**config.mk**
```make
export PLATFORM = sky130hd
export DESIGN_NAME = serial_frame_arbiter
export DESIGN_NICKNAME = d
export VERILOG_FILES = /design/src/rtl/serial_frame_arbiter.sv
export SDC_FILE = /design/constraint.sdc
export NUM_CORES = 1
export LEC_CHECK = 0
export ABC_AREA = 0
export CORE_ASPECT_RATIO = 1.2
export CORE_UTILIZATION = 35
export CTS_CLUSTER_DIAMETER = 50
export DETAILED_ROUTE_END_ITERATION = 8
export GPL_ROUTABILITY_DRIVEN = 0
export GPL_TIMING_DRIVEN = 1
export PLACE_DENSITY = 0.74
export SLEW_MARGIN = 10
export SYNTH_ARGS = -nofsm -noshare
export SYNTH_HDL_FRONTEND = slang
export SYNTH_SLANG_ARGS = --single-unit
```
**constraint.sdc**
```tcl
create_clock -name clock -period 1.4 [get_ports clock]
set_clock_uncertainty 0.2 [all_clocks]
set_input_delay 0.28 -clock clock [delete_from_list [all_inputs] [get_ports clock]]
set_output_delay 0.28 -clock clock [all_outputs]
set_load 0.01 [all_outputs]
```
**src/rtl/serial_frame_arbiter.sv**
```systemverilog
// serial_frame_arbiter: round-robin sharing of one serial frame transmitter
// between N requesters. The winning frame is latched at grant, the transmitter
// gets a one-cycle start, and the word it selects by index is muxed out.
// Optional feature macro: SERIAL_ARB_TIMEOUT_EN (adds TIMEOUT parameter and
// timeout port; a BUSY phase that stalls for TIMEOUT cycles is abandoned).
module serial_frame_arbiter #(
    parameter int unsigned N           = 2,
    parameter int unsigned WIDTH       = 8,
    parameter int unsigned WORDS       = 2,
    parameter int unsigned INDEX_WIDTH = 1
`ifdef SERIAL_ARB_TIMEOUT_EN
    ,
    parameter int unsigned TIMEOUT     = 1024
`endif
) (
    input  logic                         clock,
    input  logic                         reset,
    input  logic [N-1:0]                 req,
    input  logic [N*WIDTH*WORDS-1:0]     reqData,
    output logic [N-1:0]                 grant,
    output logic [N-1:0]                 done,
    output logic                         start,
    output logic [WIDTH-1:0]             word,
    input  logic [INDEX_WIDTH-1:0]       index,
    input  logic                         sendReadyAtNext,
    output logic                         busy
`ifdef SERIAL_ARB_TIMEOUT_EN
    ,
    output logic                         timeout
`endif
);

    localparam int unsigned F     = WIDTH * WORDS;
    localparam int unsigned PTR_W = (N > 1) ? $clog2(N) : 1;
`ifdef SERIAL_ARB_TIMEOUT_EN
    localparam int unsigned CNT_W = (TIMEOUT > 1) ? $clog2(TIMEOUT) : 1;
`endif

    typedef enum logic [1:0] {
        IDLE,
        START,
        BUSY
    } state_t;

    state_t           state, state_d;
    logic [PTR_W-1:0] rr_ptr, rr_ptr_d;
    logic [PTR_W-1:0] winner, winner_d;
    logic [PTR_W-1:0] pick;
    logic [PTR_W-1:0] next_ptr;
    logic             pick_valid;
    logic [F-1:0]     frame, frame_d;
    logic [F-1:0]     pick_frame;
    logic             seen_busy, seen_busy_d;
    logic [N-1:0]     grant_d, done_d;
    logic             start_d, busy_d;
`ifdef SERIAL_ARB_TIMEOUT_EN
    logic [CNT_W-1:0] cnt, cnt_d;
    logic             timeout_d;
`endif

    // Cyclic search for the first requester at or after the round-robin pointer
    always_comb begin
        pick       = '0;
        pick_valid = 1'b0;
        for (int unsigned k = 0; k < N; k++) begin
            if (!pick_valid && req[PTR_W'((32'(rr_ptr) + k) % N)]) begin
                pick       = PTR_W'((32'(rr_ptr) + k) % N);
                pick_valid = 1'b1;
            end
        end
    end

    // Frame of the candidate winner, taken straight from the flattened bus
    always_comb begin
        pick_frame = '0;
        for (int unsigned i = 0; i < N; i++) begin
            if (32'(pick) == i) begin
                pick_frame = reqData[i*F +: F];
            end
        end
    end

    // Word follows the transmitter's index in the same cycle; word 0 is the MSB word
    always_comb begin
        word = '0;
        if (state == BUSY) begin
            for (int unsigned w = 0; w < WORDS; w++) begin
                if (32'(index) == w) begin
                    word = frame[(WORDS-1-w)*WIDTH +: WIDTH];
                end
            end
        end
    end

    assign next_ptr = PTR_W'((32'(winner) + 1) % N);

    // Next-state and next-output logic
    always_comb begin
        state_d     = state;
        rr_ptr_d    = rr_ptr;
        winner_d    = winner;
        frame_d     = frame;
        seen_busy_d = seen_busy;
        grant_d     = '0;
        done_d      = '0;
`ifdef SERIAL_ARB_TIMEOUT_EN
        cnt_d       = cnt;
        timeout_d   = 1'b0;
`endif
        unique case (state)
            IDLE: begin
                if (pick_valid) begin
                    winner_d = pick;
                    frame_d  = pick_frame;
                    grant_d  = N'(1) << pick;
                    state_d  = START;
                end
            end
            START: begin
                seen_busy_d = 1'b0;
`ifdef SERIAL_ARB_TIMEOUT_EN
                cnt_d       = '0;
`endif
                state_d     = BUSY;
            end
            BUSY: begin
                // Ready is only trusted once the transmitter has been seen busy
                if (seen_busy && sendReadyAtNext) begin
                    done_d   = N'(1) << winner;
                    rr_ptr_d = next_ptr;
                    state_d  = IDLE;
                end else begin
                    if (!sendReadyAtNext) begin
                        seen_busy_d = 1'b1;
                    end
`ifdef SERIAL_ARB_TIMEOUT_EN
                    if (cnt == CNT_W'(TIMEOUT - 1)) begin
                        timeout_d = 1'b1;
                        rr_ptr_d  = next_ptr;
                        state_d   = IDLE;
                    end else begin
                        cnt_d = cnt + CNT_W'(1);
                    end
`endif
                end
            end
            default: state_d = IDLE;
        endcase
        start_d = (state_d == START);
        busy_d  = (state_d != IDLE);
    end

    // State and registered outputs
    always_ff @(posedge clock) begin
        if (reset) begin
            state     <= IDLE;
            rr_ptr    <= '0;
            winner    <= '0;
            frame     <= '0;
            seen_busy <= 1'b0;
            grant     <= '0;
            done      <= '0;
            start     <= 1'b0;
            busy      <= 1'b0;
`ifdef SERIAL_ARB_TIMEOUT_EN
            cnt       <= '0;
            timeout   <= 1'b0;
`endif
        end else begin
            state     <= state_d;
            rr_ptr    <= rr_ptr_d;
            winner    <= winner_d;
            frame     <= frame_d;
            seen_busy <= seen_busy_d;
            grant     <= grant_d;
            done      <= done_d;
            start     <= start_d;
            busy      <= busy_d;
`ifdef SERIAL_ARB_TIMEOUT_EN
            cnt       <= cnt_d;
            timeout   <= timeout_d;
`endif
        end
    end

endmodule

```
Word-level counts from Yosys, hierarchy flattened:

Cells that the tools add are included.

* bits in registers: 27
* bits of input ports: 38
* logic and storage cells: 52

* $add $sub $neg: 2
* $lt $le $gt $ge: 2
* equality and inequality tests: 5
* shift-type cells: 2
* muxes and demuxes: 17
* bitwise gates (word level): 4
* reductions and logical operators: 11

Operators with widths (count)
* $mux 16: 1
* $mux 8: 2
* $mux 1: 10
* $pmux 2 s3: 1
* $reduce_or 3->1: 2
* $eq 2x1->1 const B: 2
* $lt 1x2->1 const B: 2
* $mux 2: 2
* $ne 2x2->1 const B: 2
* $not 1->1: 4
* $reduce_and 2->1: 2
* $reduce_bool 2->1: 2
* $shl 1x1->2 const A: 2
* $reduce_and 3->1: 1
* $add 1x1->1 const B: 2
* $eq 2x2->1 const B: 1
* $logic_and 1x1->1: 2
* $logic_not 2->1: 1
* $pmux 1 s2: 1
* $logic_not 1->1: 1

Longest topological paths before layout:

Gate-level depths: netlist of the first run.

* depth after elaboration: 9
* mapped depth: 6

Worst setup path after synthesis of the first run:

Ideal clock, no wire load.

* kind: input-to-reg
* from: input port req[0]
* to: register frame[0]
* setup time: 0.088 ns
* data arrival time: 1.205 ns
* data required time: 1.112 ns
* setup slack: -0.093 ns
* stages on the path: 6
* path through: or2_1 -> buf_6 -> and2_4 -> buf_6 -> buf_6 -> a311oi_2

* longest elaborated chain between the ends: 7
* elaborated cells between the ends (all ways): 12
* those cells by class: 9 x mux; 3 x reduce/logical

RTL lines
* start, declared: line 18 `input logic [N-1:0] req,`
* $mux 1 (not written as such) (2 in a row): line 66 `if (!pick_valid && req[PTR_W'((32'(rr_ptr) + k) % N)]) begin`
* $mux 1: line 66
* $logic_not 1->1: line 66
* $logic_and 1x1->1: line 66
* $mux 1: line 66
* $mux 16 / $reduce_and 2->1 (equally long branches)
* end signal, assigned: line 173 `frame <= frame_d;`
* end, declared: line 51 `logic [F-1:0] frame, frame_d;`

Several ways; a longest one is shown, not always the timed one. The select of a mux whose other input is x is not followed.
A chain may end at the register's enable or synchronous reset.

Worst setup path after layout of the first run:

* from: register state[0]
* to: output port word[7]

* longest elaborated chain between the ends: 2

RTL lines
* start, declared: line 45 `state_t state, state_d;`
* start signal, assigned: line 170 `state <= state_d;`
* $eq 2x2->1: line 86 `if (state == BUSY) begin`
* $mux 8: line 86
* end, declared: line 23 `output logic [WIDTH-1:0] word,`

Every way passes these cells.

==> impl_results.md, run 1 <==
- DRT iter0 DRCs: 40
- Highest Signal Layer: met4
- Syn_area_per_cell: roughly 8.8 sq um
- Crit start category: flop
- PortBufs: 51
- Power per standard cell area: 905.7 nW/um^2
- Most frequent cells in the layout: clkdlybuf4s50_1 (34), dfxtp_1 (24), buf_4 (24)
- CP required: between 0.9 and 1 ns
- Core Box Area: 3664 sq um
- Internal: between 1 and 1.5 mW
- Layout area overhead: 72.96%
- Chip width: 58.72 um
- Adder-cell share of the synthesized area: 0%
- Post-Place Cells: between 200 and 300
- Number of buffers created by CTS: 3
- Yosys reg bits: 27
- Drc violations: 0
- Post-Syn Area: around 1400 sq um
- Xor and xnor area share after synthesis: 0%
- RR Startpoint: state[0]$_SDFF_PP0_
- Via count: 1460
- Rows: 24
- Total wire length: 4137 um
- Reg2reg path depth: 5
- Post-synthesis cell count: 153
- Later-pin clock latency in the skew report: 0.27 ns
- Critical Setup Path Class: reg2out
- Met3 WL: 167 um
- Fin crit share: 112.0%
- Lkg Pwr: roughly 0.9 nW
- Yosys cell types: 26
- Switching power: 0.6381 mW
- IO Count: 52
- Max cap viols: 0
- Number of global-route vias before repair: 1474
- Area after DPL: 2132 sq um
- Power, Total: about 2.1 mW
- Sequential cell area fraction in the yosys report: 40.00%
- Syn Nets: 191
- Pins over their slew limit: 0
- Pin count of the biggest net entering global routing: 18
- Initial antenna violation count: 0
- Final setup viols: 21
- Fin util: approximately 64%
- Hold buffers post-CTS: 0
- Metal2 WL: 2231 um
- Max Clk Rate: 638.0 MHz
- Final Cell Area: 2337 sq um
- Sequential share of power: 42.7%
- HP Class: reg2reg
- WHS: 0.2754 ns
- Total gr overflow: 0
- Pre-Repair DR Iteration Count: 4
- Synth warn: 0
- CTS tree: built
- Min Clock Period, post-route: 1.567 ns
- Share of layout cells above drive strength 1: 39.57%
- Relative slew slack: 84.40%
- Htree depth: 1
- Critical Path Fanout Max: 6
- PnR worst setup slack: -0.1675 ns
- First-pass GRT wire length: 6665 um
- CP max-delay cell: dfxtp_2
- M1 WL: 1687 um
- TNS Setup: -1.455 ns
- Main combinational cell family by area after synthesis: compound AO/OA/AOI/OAI gates
- Post-Synth Simple-Gate Area: 16.02%
- Final hold violations: 0
- Setup WS pre-CTS: -0.7530 ns
- Antenna Cells: 0
- Non-Filler Instances: roughly 280
- Die area: 4114 sq um
- Post-synthesis mux area share: 5.926%
- Switching share of power: a little under a third
- Most common cell after layout, fill and taps aside: clkdlybuf4s50_1
- RR Endpoint: rr_ptr$_SDFFE_PP0N_
- R2R Setup Slk: -0.05 ns
- GRT Overall Usage: 20.69%
- # clock sinks: 27
- Worst endpoint data arrival time: about 1.1 ns
- Crit end category: primary output
- Worst ir drop on vdd: 0.0005923 V
- Initial core utilization: a little under two fifths
- Worst-path clk slew: 0.10 ns
- Hpwl dp: between 2000 and 3000 um
- Vias/cell: slightly above 5
- Unrepaired setup endpoints after global routing: true
- Worst path cell trace: nand2b_4 -> buf_6 -> nor2_1 -> buf_2
- Clock Tree Root: clkbuf_8
- Hold Path Cell Cnt: 1
- Status: complete, but fails checks
- Combinational share of power: between 30 and 40%
- Clock power frac: between 20% and 30%
- Violated checks: setup timing
- Hold path endpoint: done[0]$_SDFF_PP0_
- Height of the die: 70.07 um
- HP Start: winner$_SDFFE_PP0P_
- Wire per inst: 14.67 um
- Antenna-violating nets left: 0
- Bufs on Longest Clock Path: 2
- Worst slew pin tran: 0.2307 ns
- Final nets: 269
- Worst path max stage delay: 0.33 ns
- Synth Area in Compound Gates: between 30% and 40%
[sequential cells by signal (all words and copies together) (netlist names)]
name	flops
frame	16
done	2
grant	2
state	2
busy	1
rr_ptr	1
seen_busy	1
start	1
winner	1
[final cells by class]
type,instances,area (sq um)
Fill cell,299,1326
Timing Repair Buffer,89,839.6
Multi-Input combinational cell,108,834.6
Sequential cell,27,544.3
Tap cell,52,65.06
Clock buffer,4,45.04
Inverter,2,8.758
[power groups by stage]
stage          Sequential, mW  Clock [mW]  Combinational [mW]
6_report                0.904       0.457               0.755
5_1_grt                 0.912       0.487               0.810
4_1_cts                 0.900       0.462               0.675
3_5_place_dp            0.912           0               0.630
3_3_place_gp            0.911           0               0.617
2_1_floorplan           0.903           0               0.330
[per-layer routing]
metal	up-vias	GRT usage, %
met5	-	0
met4	0	7.143
met3	6	3.148
met2	35	36.99
met1	697	24.31
li1	722	-
[worst max-delay path, delay by kind of cell, from the launching register on]
kind          cells  cell delay [ns]
buf+inv           2             0.26
flops             1             0.33
simple gates      2             0.22
[synthesized netlist by cell type]
cell	n	area, sq um
a21bo_2	1	10.01
o22a_1	1	8.760
nor4_1	2	12.51
a311oi_1	6	52.55
nor2b_1	2	12.51
buf_6	3	33.78
buf_1	2	7.510
inv_2	1	3.750
mux2i_1	8	80.08
nor4b_1	1	8.760
or3_1	1	6.260
o21ai_0	17	85.08
and2_4	1	8.760
nor2_1	13	48.80
nand2b_1	2	12.51
nand2_1	2	7.510
a211oi_1	1	7.510
and2b_1	1	7.510
nand3_1	17	85.08
or2_1	1	6.260
clkbuf_1	7	26.28
inv_1	1	3.750
buf_2	5	25.02
a311oi_2	10	150.1
dfxtp_1	27	540.5
a21oi_1	20	100.1
[cell families (layout without fill, tap and decap cells)]
logic type             after synthesis  count (layout)
buffers and inverters               19              95
flip-flops                          27              27
AND/OR/NAND/NOR                     43              44
multiplexers                         8               8
AO/OA/AOI/OAI                       56              56
[worst max-delay path by stage]
stage / from / endpoint / slack [ns] / depth (start not counted)
2_1_floorplan: req[0] / frame[0]$_SDFFE_PP0P_ / -0.09 / 6
6_report: state[0]$_SDFF_PP0_ / word[7] / -0.17 / 4
3_3_place_gp: index / word[1] / -0.72 / 5
3_5_place_dp: index / word[5] / -0.75 / 5
4_1_cts: state[0]$_SDFF_PP0_ / word[6] / -0.16 / 4
5_1_grt: state[0]$_SDFF_PP0_ / word[0] / -0.20 / 4
[timing repair]
action | CTS | global route
endpoints found under the hold margin | 0 | 0
pin swaps | 26 | 10
gates resized for setup | 65 | 29
setup endpoints to repair | 37 | 27
buffers inserted | 0 | 5
gates cloned | 2 | 0
No activity file was read; power rests on OpenSTA's default activity.
==> run 2: changes to the inputs <==
- ABC_AREA: 0 -> 1
- CTS_CLUSTER_DIAMETER: 50 -> 200
- PLACE_DENSITY: 0.74 -> 0.73
- SKIP_CTS_REPAIR_TIMING: not set -> 1
==> impl_results.md, run 2 <==
- Ys async rst share: 0% (unchanged)
- Sequential cell area fraction in the yosys report: 38.54% (-1.5 points)
- Min Clock Period, post-route: 1.619 ns (+0.05153 ns)
- Hpwl dp: 2674 um (-9.0%)
- Antenna-violating nets left: 0 (unchanged)
- Worst-path clk slew: 0.10 ns (about the same)
- Violated checks: setup timing
- Drc violations: 0 (unchanged)
- Crit start category: flop
- # clock sinks: 27 (unchanged)
- R2R Setup Slk: -0.11 ns (-0.06 ns)
- Post-synthesis cell count: 207 (+35%)
- Hold Path Cell Cnt: 1 (unchanged)
- Rows: 24 (unchanged)
- GRT Overall Usage: 18.06% (-2.6 points)
- Max Clk Rate: 617.7 MHz (-3.2%)
- IO Count: 52 (unchanged)
- Worst slew pin tran: 0.2759 ns (+0.04513 ns)
- Total wire length: 4160 um (+0.56%)
- Power, Total: 2.099 mW (-0.84%)
- Yosys cell types: 20 (-23%)
- Initial antenna violation count: 0 (unchanged)
- Final nets: 315 (+17%)
- Pins over their slew limit: 0 (unchanged)
- Synth top area cells: dfxtp_1 (39%), nor2_1 (12%), nand2_1 (9.1%)
- Share of layout cells above drive strength 1: 34.78% (-4.8 points)
- Core Box Area: 3724 sq um (+1.6%)
- Reg2reg path depth: 8 (+3)
- Critical Path Fanout Max: 4 (-2)
- Top reg by flops: frame
- Bufs on Longest Clock Path: 2 (unchanged)
- DRT iter0 DRCs: 62 (+55%)
- Post-Syn Area: 1403 sq um (+3.8%)
- Die area: 4266 sq um (+3.7%)
- Synth top cells by count: nor2_1 (43), nand2_1 (34), dfxtp_1 (27)
- Syn Nets: 245 (+28%)
- Most frequent cells in the layout: clkdlybuf4s50_1 (34), nor2_1 (33), dfxtp_1 (25)
- EDFF count, synth: 0 (unchanged)
- Status: complete, but fails checks
- HP Class: reg2reg
- Height of the die: 71.35 um (+1.8%)
- Final setup viols: 25 (+19%)
- Unrepaired setup endpoints after global routing: true
- RR Startpoint: state[0]$_SDFF_PP0_
- Total gr overflow: 0 (unchanged)
- First-pass GRT wire length: 5954 um (-11%)
- Worst endpoint data arrival time: 1.14 ns (+0.05 ns)
- Fin crit share: 115.6% (+3.7 points)
- Power per standard cell area: 886.3 nW/um^2 (-2.1%)
- Max cap viols: 0 (unchanged)
- Final hold violations: 0 (unchanged)
- Antenna Cells: 0 (unchanged)
- Later-pin clock latency in the skew report: 0.28 ns (about the same)
- RR Endpoint: frame[7]$_SDFFE_PP0P_
- Clock Tree Root: clkbuf_8
- Initial core utilization: 37.67% (+0.78 points)
- Syn_area_per_cell: 6.776 sq um (-23%)
- Pin count of the biggest net entering global routing: 18 (unchanged)
- Top_reg_cell synth: dfxtp_1
- CP required: 0.92 ns (about the same)
- Lkg Pwr: 1.125 nW (+24%)
- Max reg flops: 16 (unchanged)
- Number of global-route vias before repair: 1421 (-3.6%)
- Post-synth top area share: 38.54% (-1.5 points)
- Crit end category: primary output
- PnR worst setup slack: -0.2190 ns (-0.05153 ns)
- Non-Filler Instances: 328 (+16%)
- Yosys reg bits: 27 (unchanged)
- Most common cell after layout, fill and taps aside: clkdlybuf4s50_1
- # fillers: 322 (+7.7%)
- Setup crit start: state[1]$_SDFF_PP0_
- CP endpoint: word[7]
- PortBufs: 51 (unchanged)
- Pre-Repair DR Iteration Count: 4 (unchanged)
- Critical Setup Path Class: reg2out
- Worst ir drop on vdd: 0.0003965 V (-33%)
- Wire per inst: 12.68 um (-14%)
- Chip width: 59.79 um (+1.8%)
- Vias/cell: 4.729 (-8.7%)
- Synth warn: 0 (unchanged)
- Post-Place Cells: 318 (+17%)
- Via count: 1551 (+6.2%)
- HP Start: winner$_SDFFE_PP0P_
- Relative slew slack: 81.42% (-3.0 points)
- Yosys top cell by area: dfxtp_1
- Number of buffers created by CTS: 3 (unchanged)
- Layout area overhead: 68.87%
- CTS tree: built
- Htree depth: 1 (unchanged)
- Most numerous cell in the Yosys netlist: nor2_1
run 2: changes by cell type in the layout (fill, tap and decap cells not counted), sizes merged, moves of 3 or more:
cell          delta
inv             +24
mux2i            -8
nand2           +36
dlygate4sd2      -8
nor2            +40
a311oi          -16
nand4            +3
a21oi           -10
buf             -14
dlymetal6s2s     +9
nand3            +4
run 2: cell families (layout without fill, tap and decap cells):
group                  after synthesis  in the layout  share of synthesized area (%)
flip-flops                          27             27                          38.54
AO/OA/AOI/OAI                       29             29                          10.53
buffers and inverters               36            104                          13.20
AND/OR/NAND/NOR                    115            116                          37.73
run 2: where the power goes:
part	switching (mW)	total, mW	internal [mW]
clock network	0.263	0.466	0.203
logic	0.367	0.734	0.366
registers	0.0490	0.899	0.850
run 2: metal layers:
| metal | wire [um] | track usage (%) | vias up |
|---|---|---|---|
| met5 | 0 | 0 | - |
| met4 | 142 | 5.426 | 0 |
| met3 | 194 | 2.166 | 13 |
| met2 | 2189 | 33.95 | 60 |
| met1 | 1634 | 20.56 | 689 |
| li1 | - | - | 789 |
run 2: final cells by class:
type / count / area (sq um) / share of cell area, %
multi-input combinational: 145 / 864.6 / 36.50
timing repair buffer: 75 / 740.7 / 31.27
sequential: 27 / 545.5 / 23.03
inverter: 25 / 103.9 / 4.385
tap: 52 / 65.06 / 2.747
clock buffer: 3 / 41.29 / 1.743
clock inverter: 1 / 7.507 / 0.3170
run 2: worst max-delay path, cell delays in order (launching register included):
cell and delay (ns):
dfxtp_4 0.39, buf_12 0.12, nand2_4 0.07, a21oi_2 0.13
buf_2 0.15
run 2: worst min-delay path by stage:
stage	endpoint	slack [ns]
finish	done[0]$_SDFF_PP0_	0.30
global route	done[1]$_SDFF_PP0_	0.31
CTS	done[0]$_SDFF_PP0_	0.28
detailed placement	done[0]$_SDFF_PP0_	0.27
global placement	done[0]$_SDFF_PP0_	0.26
floorplan	seen_busy$_SDFFE_PP0P_	0.15
run 2: through the flow:
step / worst slack (ns) / setup TNS [ns] / hold WS [ns] / instance area, sq um / utilization [%]
4_1_cts: -0.8096 / -9.972 / 0.2842 / 2108 / 56.62
3_5_place_dp: -0.8073 / -14.94 / 0.2658 / 2059 / 55.31
5_1_grt: -0.2697 / -4.560 / 0.3143 / 2369 / 63.61
3_3_place_gp: -0.8107 / -14.75 / 0.2628 / 2059 / 55.31
2_1_floorplan: 0.07184 / 0 / 0.1491 / 1403 / -
6_report: -0.2190 / -2.668 / 0.2986 / 2369 / 63.61
==> run 3: changes to the inputs <==
- CAP_MARGIN: not set -> 20
- CELL_PAD_IN_SITES_DETAIL_PLACEMENT: not set -> 0
- CELL_PAD_IN_SITES_GLOBAL_PLACEMENT: not set -> 1
- CORE_UTILIZATION: 35 -> 27
- PLACE_DENSITY: 0.73 -> 0.8
==> impl_results.md, run 3 (synthesis gave the netlist of run 2 again) <==
- Status: complete, but fails checks
- Violated checks: setup timing
- TNS Setup: -1.837 ns (+0.8314 ns)
- IO Count: 52 (unchanged)
- Most frequent cells in the layout: nor2_1 (39), clkdlybuf4s50_1 (34), nand2_1 (28)
- Worst-path clk slew: 0.09 ns (about the same)
- Final Cell Area: 2270 sq um (-4.2%)
- Worst slew pin tran: 0.2115 ns (-0.06435 ns)
- Drc violations: 0 (unchanged)
- Share of layout cells above drive strength 1: 28.00% (-6.8 points)
- Pre-Repair DR Iteration Count: 4 (unchanged)
- Power, Total: 1.990 mW (-5.2%)
- Post-Place Cells: 325 (+2.2%)
- Final nets: 314 (-0.32%)
- DRT iter0 DRCs: 43 (-31%)
- Antenna Cells: 0 (unchanged)
- R2R Setup Slk: -0.11 ns (about the same)
- Clock Tree Root: clkbuf_8
- Number of global-route vias before repair: 1353 (-4.8%)
- Combinational share of power: 32.2% (-2.7 points)
- Final hold violations: 0 (unchanged)
- Initial core utilization: 28.19% (-9.5 points)
- Bufs on Longest Clock Path: 2 (unchanged)
- Chip width: 67.80 um (+13%)
- CTS tree: built
- Pins over their slew limit: 0 (unchanged)
- Sequential share of power: 45.3% (+2.5 points)
- Die area: 5488 sq um (+29%)
- HP Class: reg2reg
- Non-Filler Instances: 335 (+2.1%)
- Vias/cell: 4.499 (-4.9%)
- Min Clock Period, post-route: 1.548 ns (-0.07081 ns)
- Initial antenna violation count: 0 (unchanged)
- # clock sinks: 27 (unchanged)
- Worst endpoint data arrival time: 1.07 ns (-0.07 ns)
- Fin crit share: 110.6% (-5.1 points)
- Pin count of the biggest net entering global routing: 18 (unchanged)
- WHS: 0.2922 ns (-0.006382 ns)
- Final setup viols: 26 (+4.0%)
- Max reg flops: 16 (unchanged)
- FF+latch area: 545.5 sq um (unchanged)
- Max cap viols: 0 (unchanged)
- PnR worst setup slack: -0.1482 ns (+0.07081 ns)
- HP Start: winner$_SDFFE_PP0P_
- Via count: 1507 (-2.8%)
- Crit start category: flop
- GRT Overall Usage: 14.23% (-3.8 points)
- Worst ir drop on vdd: 0.0005511 V (+39%)
- CP required: 0.92 ns (about the same)
- Switching power: 0.6079 mW (-11%)
- Area after DPL: 2074 sq um (+0.73%)
- Core Box Area: 4975 sq um (+34%)
- Setup WS pre-CTS: -0.8719 ns (-0.06455 ns)
- Most common cell after layout, fill and taps aside: nor2_1
- Crit end category: primary output
- Clock power frac: 22.5% (+0.3 points)
- Internal: 1.382 mW (-2.6%)
- Critical Path Fanout Max: 4 (unchanged)
- Total wire length: 3987 um (-4.2%)
- Antenna-violating nets left: 0 (unchanged)
- First-pass GRT wire length: 6058 um (+1.7%)
- Max Clk Rate: 645.9 MHz (+4.6%)
- RR Endpoint: frame[12]$_SDFFE_PP0P_
- Total gr overflow: 0 (unchanged)
- Wire per inst: 11.90 um (-6.2%)
- Hpwl dp: 2863 um (+7.1%)
- Lkg Pwr: 1.096 nW (-2.6%)
- Relative slew slack: 85.88% (+4.5 points)
- Height of the die: 80.96 um (+13%)
- Critical Setup Path Class: reg2out
- Hold path endpoint: done[0]$_SDFF_PP0_
- RR Startpoint: state[1]$_SDFF_PP0_
- Fin util: 45.62% (-18 points)
- Later-pin clock latency in the skew report: 0.27 ns (about the same)
- Unrepaired setup endpoints after global routing: true
- Area of the multi-input gates: 774.5 sq um (-10%)
- Rows: 28 (+17%)
- Reg2reg path depth: 8 (unchanged)
- Power per standard cell area: 877.0 nW/um^2 (-1.1%)
- Hold Path Cell Cnt: 1 (unchanged)
- Top reg by flops: frame
- Switching share of power: 30.54% (-1.8 points)
- # fillers: 553 (+72%)
- Layout area overhead: 61.82%
- Number of buffers created by CTS: 3 (unchanged)
- PortBufs: 51 (unchanged)
- Htree depth: 1 (unchanged)
run 3: changes by cell type in the layout (fill, tap and decap cells not counted), sizes merged:
cell,change
clkinvlp,-1
clkbuf,+1
clkinv,+1
buf,-1
inv,-1
run 3: how the worst max path moves through the flow:
stage / startpoint / end / slack, ns / cells after the start
floorplan: index / word[0] / 0.07 / 4
global placement: index / word[3] / -0.86 / 5
detailed placement: index / word[3] / -0.87 / 5
CTS: index / word[3] / -0.88 / 5
global route: state[1]$_SDFF_PP0_ / frame[8]$_SDFFE_PP0P_ / -0.21 / 8
finish: state[0]$_SDFF_PP0_ / word[3] / -0.15 / 4
run 3: layout make-up:
class / instances / share of cell area, %
Clock buffer: 4 / 1.985
Inverter: 25 / 4.686
Multi-Input combinational cell: 145 / 34.12
Sequential cell: 27 / 24.04
Tap cell: 60 / 3.308
Timing Repair Buffer: 74 / 31.86
run 3: power by group through the flow:
stage | Clock [mW] | Sequential [mW] | Combinational [mW]
5_1_grt | 0.488 | 0.912 | 0.707
4_1_cts | 0.455 | 0.892 | 0.558
3_5_place_dp | 0 | 0.908 | 0.554
3_3_place_gp | 0 | 0.913 | 0.550
6_report | 0.447 | 0.901 | 0.642
2_1_floorplan | 0 | 0.903 | 0.307
run 3: worst max-delay path, cell delays in order, from the launching register on:
cell and delay (ns):
dfxtp_2 0.35, clkinv_4 0.08, nand2_4 0.08, a21oi_2 0.13
buf_2 0.15
run 3: per-layer routing:
metal | vias up | share of wire (%) | GRT usage [%]
met4 | 0 | 1.1 | 3.750
met2 | 34 | 51 | 25.25
met1 | 685 | 44 | 17.71
met5 | - | 0 | 0
li1 | 782 | - | -
met3 | 6 | 3.5 | 1.826
==> RTL edit: new RTL, flow settings as in run 3 <==
The option `SERIAL_ARB_TIMEOUT_EN` is turned on by a define.
--- a/src/rtl/serial_frame_arbiter.sv
+++ b/src/rtl/serial_frame_arbiter.sv
@@ -3,6 +3,8 @@
 // gets a one-cycle start, and the word it selects by index is muxed out.
 // Optional feature macro: SERIAL_ARB_TIMEOUT_EN (adds TIMEOUT parameter and
 // timeout port; a BUSY phase that stalls for TIMEOUT cycles is abandoned).
+`define SERIAL_ARB_TIMEOUT_EN
+
 module serial_frame_arbiter #(
     parameter int unsigned N           = 2,
     parameter int unsigned WIDTH       = 8,
Function (old outputs only; new: timeout): same outputs for any inputs over 10 cycles, from zero or initial values and one cycle with reset high; that may be too few to reach the edited logic, so the function may still have changed.
==> RTL edit against run 3 <==
The run still ends with setup timing left. Total power rose by 81%. Largest cell class unchanged. Synthesized area rose by 32%. Combinational power rose by 140%. Cell area rose by 32%. Non-clock buffer count rose by 14. Sequential cell count rose by 11. Worst setup slack got worse by 0.13 ns. Routed wire length rose by 30%.
==> RTL edit: results (changes against run 3) <==
Routing
  – Routed vias: 1927 (+28%)
  – Initial DRC Count: 67 (+56%)
  – Routed vias/inst: 4.30 (-4.4%)
  – Final wirelength: 5.17 mm (+30%)

STA
  – Max_slew headroom: 0.854 (-0.00448)
  – Setup ws final: -0.279 ns (-0.131 ns)
  – Setup TNS: -7.51 ns (-5.68 ns)
  – Setup violations, final: 46 (+77%)

Power and ir drop
  – Seq group: 1390 µW (+54%)
  – Comb pwr: 1520 µW (+140%)
  – Power density relative to cell area: 1210 nW/µm² (+38%)
  – Internal power: 2380 µW (+72%)
  – Peak VDD IR: 0.654 mV (+19%)
  – Leakage: 0.00153 µW (+39%)

Yosys
  – Commonest cells post-synth: 97 x nand2_1, 38 x dfxtp_1, 34 x inv_1
  – Synthesized Nets: 315 (+29%)
  – Top post-synthesis cells by area: dfxtp_1 41%, nand2_1 20%, inv_1 6.9%
  – Sequential share of the synthesized area: 0.411 (+0.0260)
  – Syn Inst Count: 273 (+32%)
  – Cell variety after synth: 25 (+25%)

Layout
  – # nets final: 405 (+29%)
  – Layout cells sized above 1: 0.259 (-0.0210)

GRT
  – Total track usage: 0.145 (+0.00310)
  – Largest net degree at the start of global routing: 18 (unchanged)
  – First-pass GRT wire length: 8.11 mm (+34%)
  – Vias in the first global route: 1819 (+34%)

Setup path
  – Critical path arrival: 1.20 ns (+0.13 ns)
  – CP top delay family: flip-flops
  – Slowest stage delay, CP: 0.34 ns
  – Worst Path Max Fanout: 9 (+5)

Clock tree
  – H-tree level count: 2 (+1)
  – Worst-path clk slew: 0.07 ns (-0.02 ns)
  – CTS buffer count: 5 (+2)

Place
  – Post-DP Area: 2740 µm² (+32%)
  – PortBufs: 52 (+2.0%)
  – Post-placement worst setup slack: -0.749 ns (+0.122 ns)
  – Dpl hpwl: 3.78 mm (+32%)
  – Placed Cells: 433 (+33%)

Status
  – Outcome: finished, violations left
  – Failing checks: setup timing

Hold path
  – Worst Hold Class: flip-flop to flip-flop
## RTL edit: cell count changes in the layout (fill, tap and decap cells not counted), moves of 4 or more
| cell | run 3 | this run |
|---|---|---|
| a21oi_2 | 9 | 3 |
| o21ai_0 | 7 | 11 |
| nor2_1 | 39 | 23 |
| nand2_1 | 28 | 92 |
| dfxtp_1 | 25 | 34 |
| buf_4 | 13 | 29 |
| inv_1 | 18 | 29 |
| o21ai_1 | 10 | 3 |
| nor2_2 | 11 | 3 |
## RTL edit: cell type report
| type | instances | area [µm²] |
|---|---|---|
| inverters | 36 | 150 |
| repair buffers | 88 | 815 |
| clock inverters | 2 | 10.0 |
| fillers | 659 | 3530 |
| multi-input cells | 193 | 1070 |
| well taps | 85 | 106 |
| flip-flops and latches | 38 | 766 |
| clock buffers | 5 | 68.8 |
| repair inverters | 1 | 11.3 |
## RTL edit: cells by family (layout without fill, tap and decap cells)
group / count (synthesis) / in the layout / share of synthesized area
buf+inv: 42 / 132 / 0.0927
flops: 38 / 38 / 0.411
compound gates: 24 / 24 / 0.0717
simple gates: 165 / 165 / 0.397
fa+ha+maj: 4 / 4 / 0.0271
## RTL edit: layer usage
| metal | share of wire | track usage | up-vias |
|---|---|---|---|
| met3 | 0.039 | 0.0355 | 2 |
| met2 | 0.51 | 0.271 | 49 |
| met1 | 0.44 | 0.161 | 851 |
| li1 | - | - | 1025 |
| met4 | 0.0066 | 0.0425 | 0 |
| met5 | 0 | 0 | - |
## RTL edit: worst paths after layout
path / start / endpoint / slack [ns] / cells after the start
setup / recovery: state[0] / word[3] / -0.28 / 5
hold / removal: winner / done[0] / 0.27 / 1
setup reg to reg: state[0] / cnt[0] / -0.22 / 8
hold reg to reg: winner / done[0] / 0.27 / 1
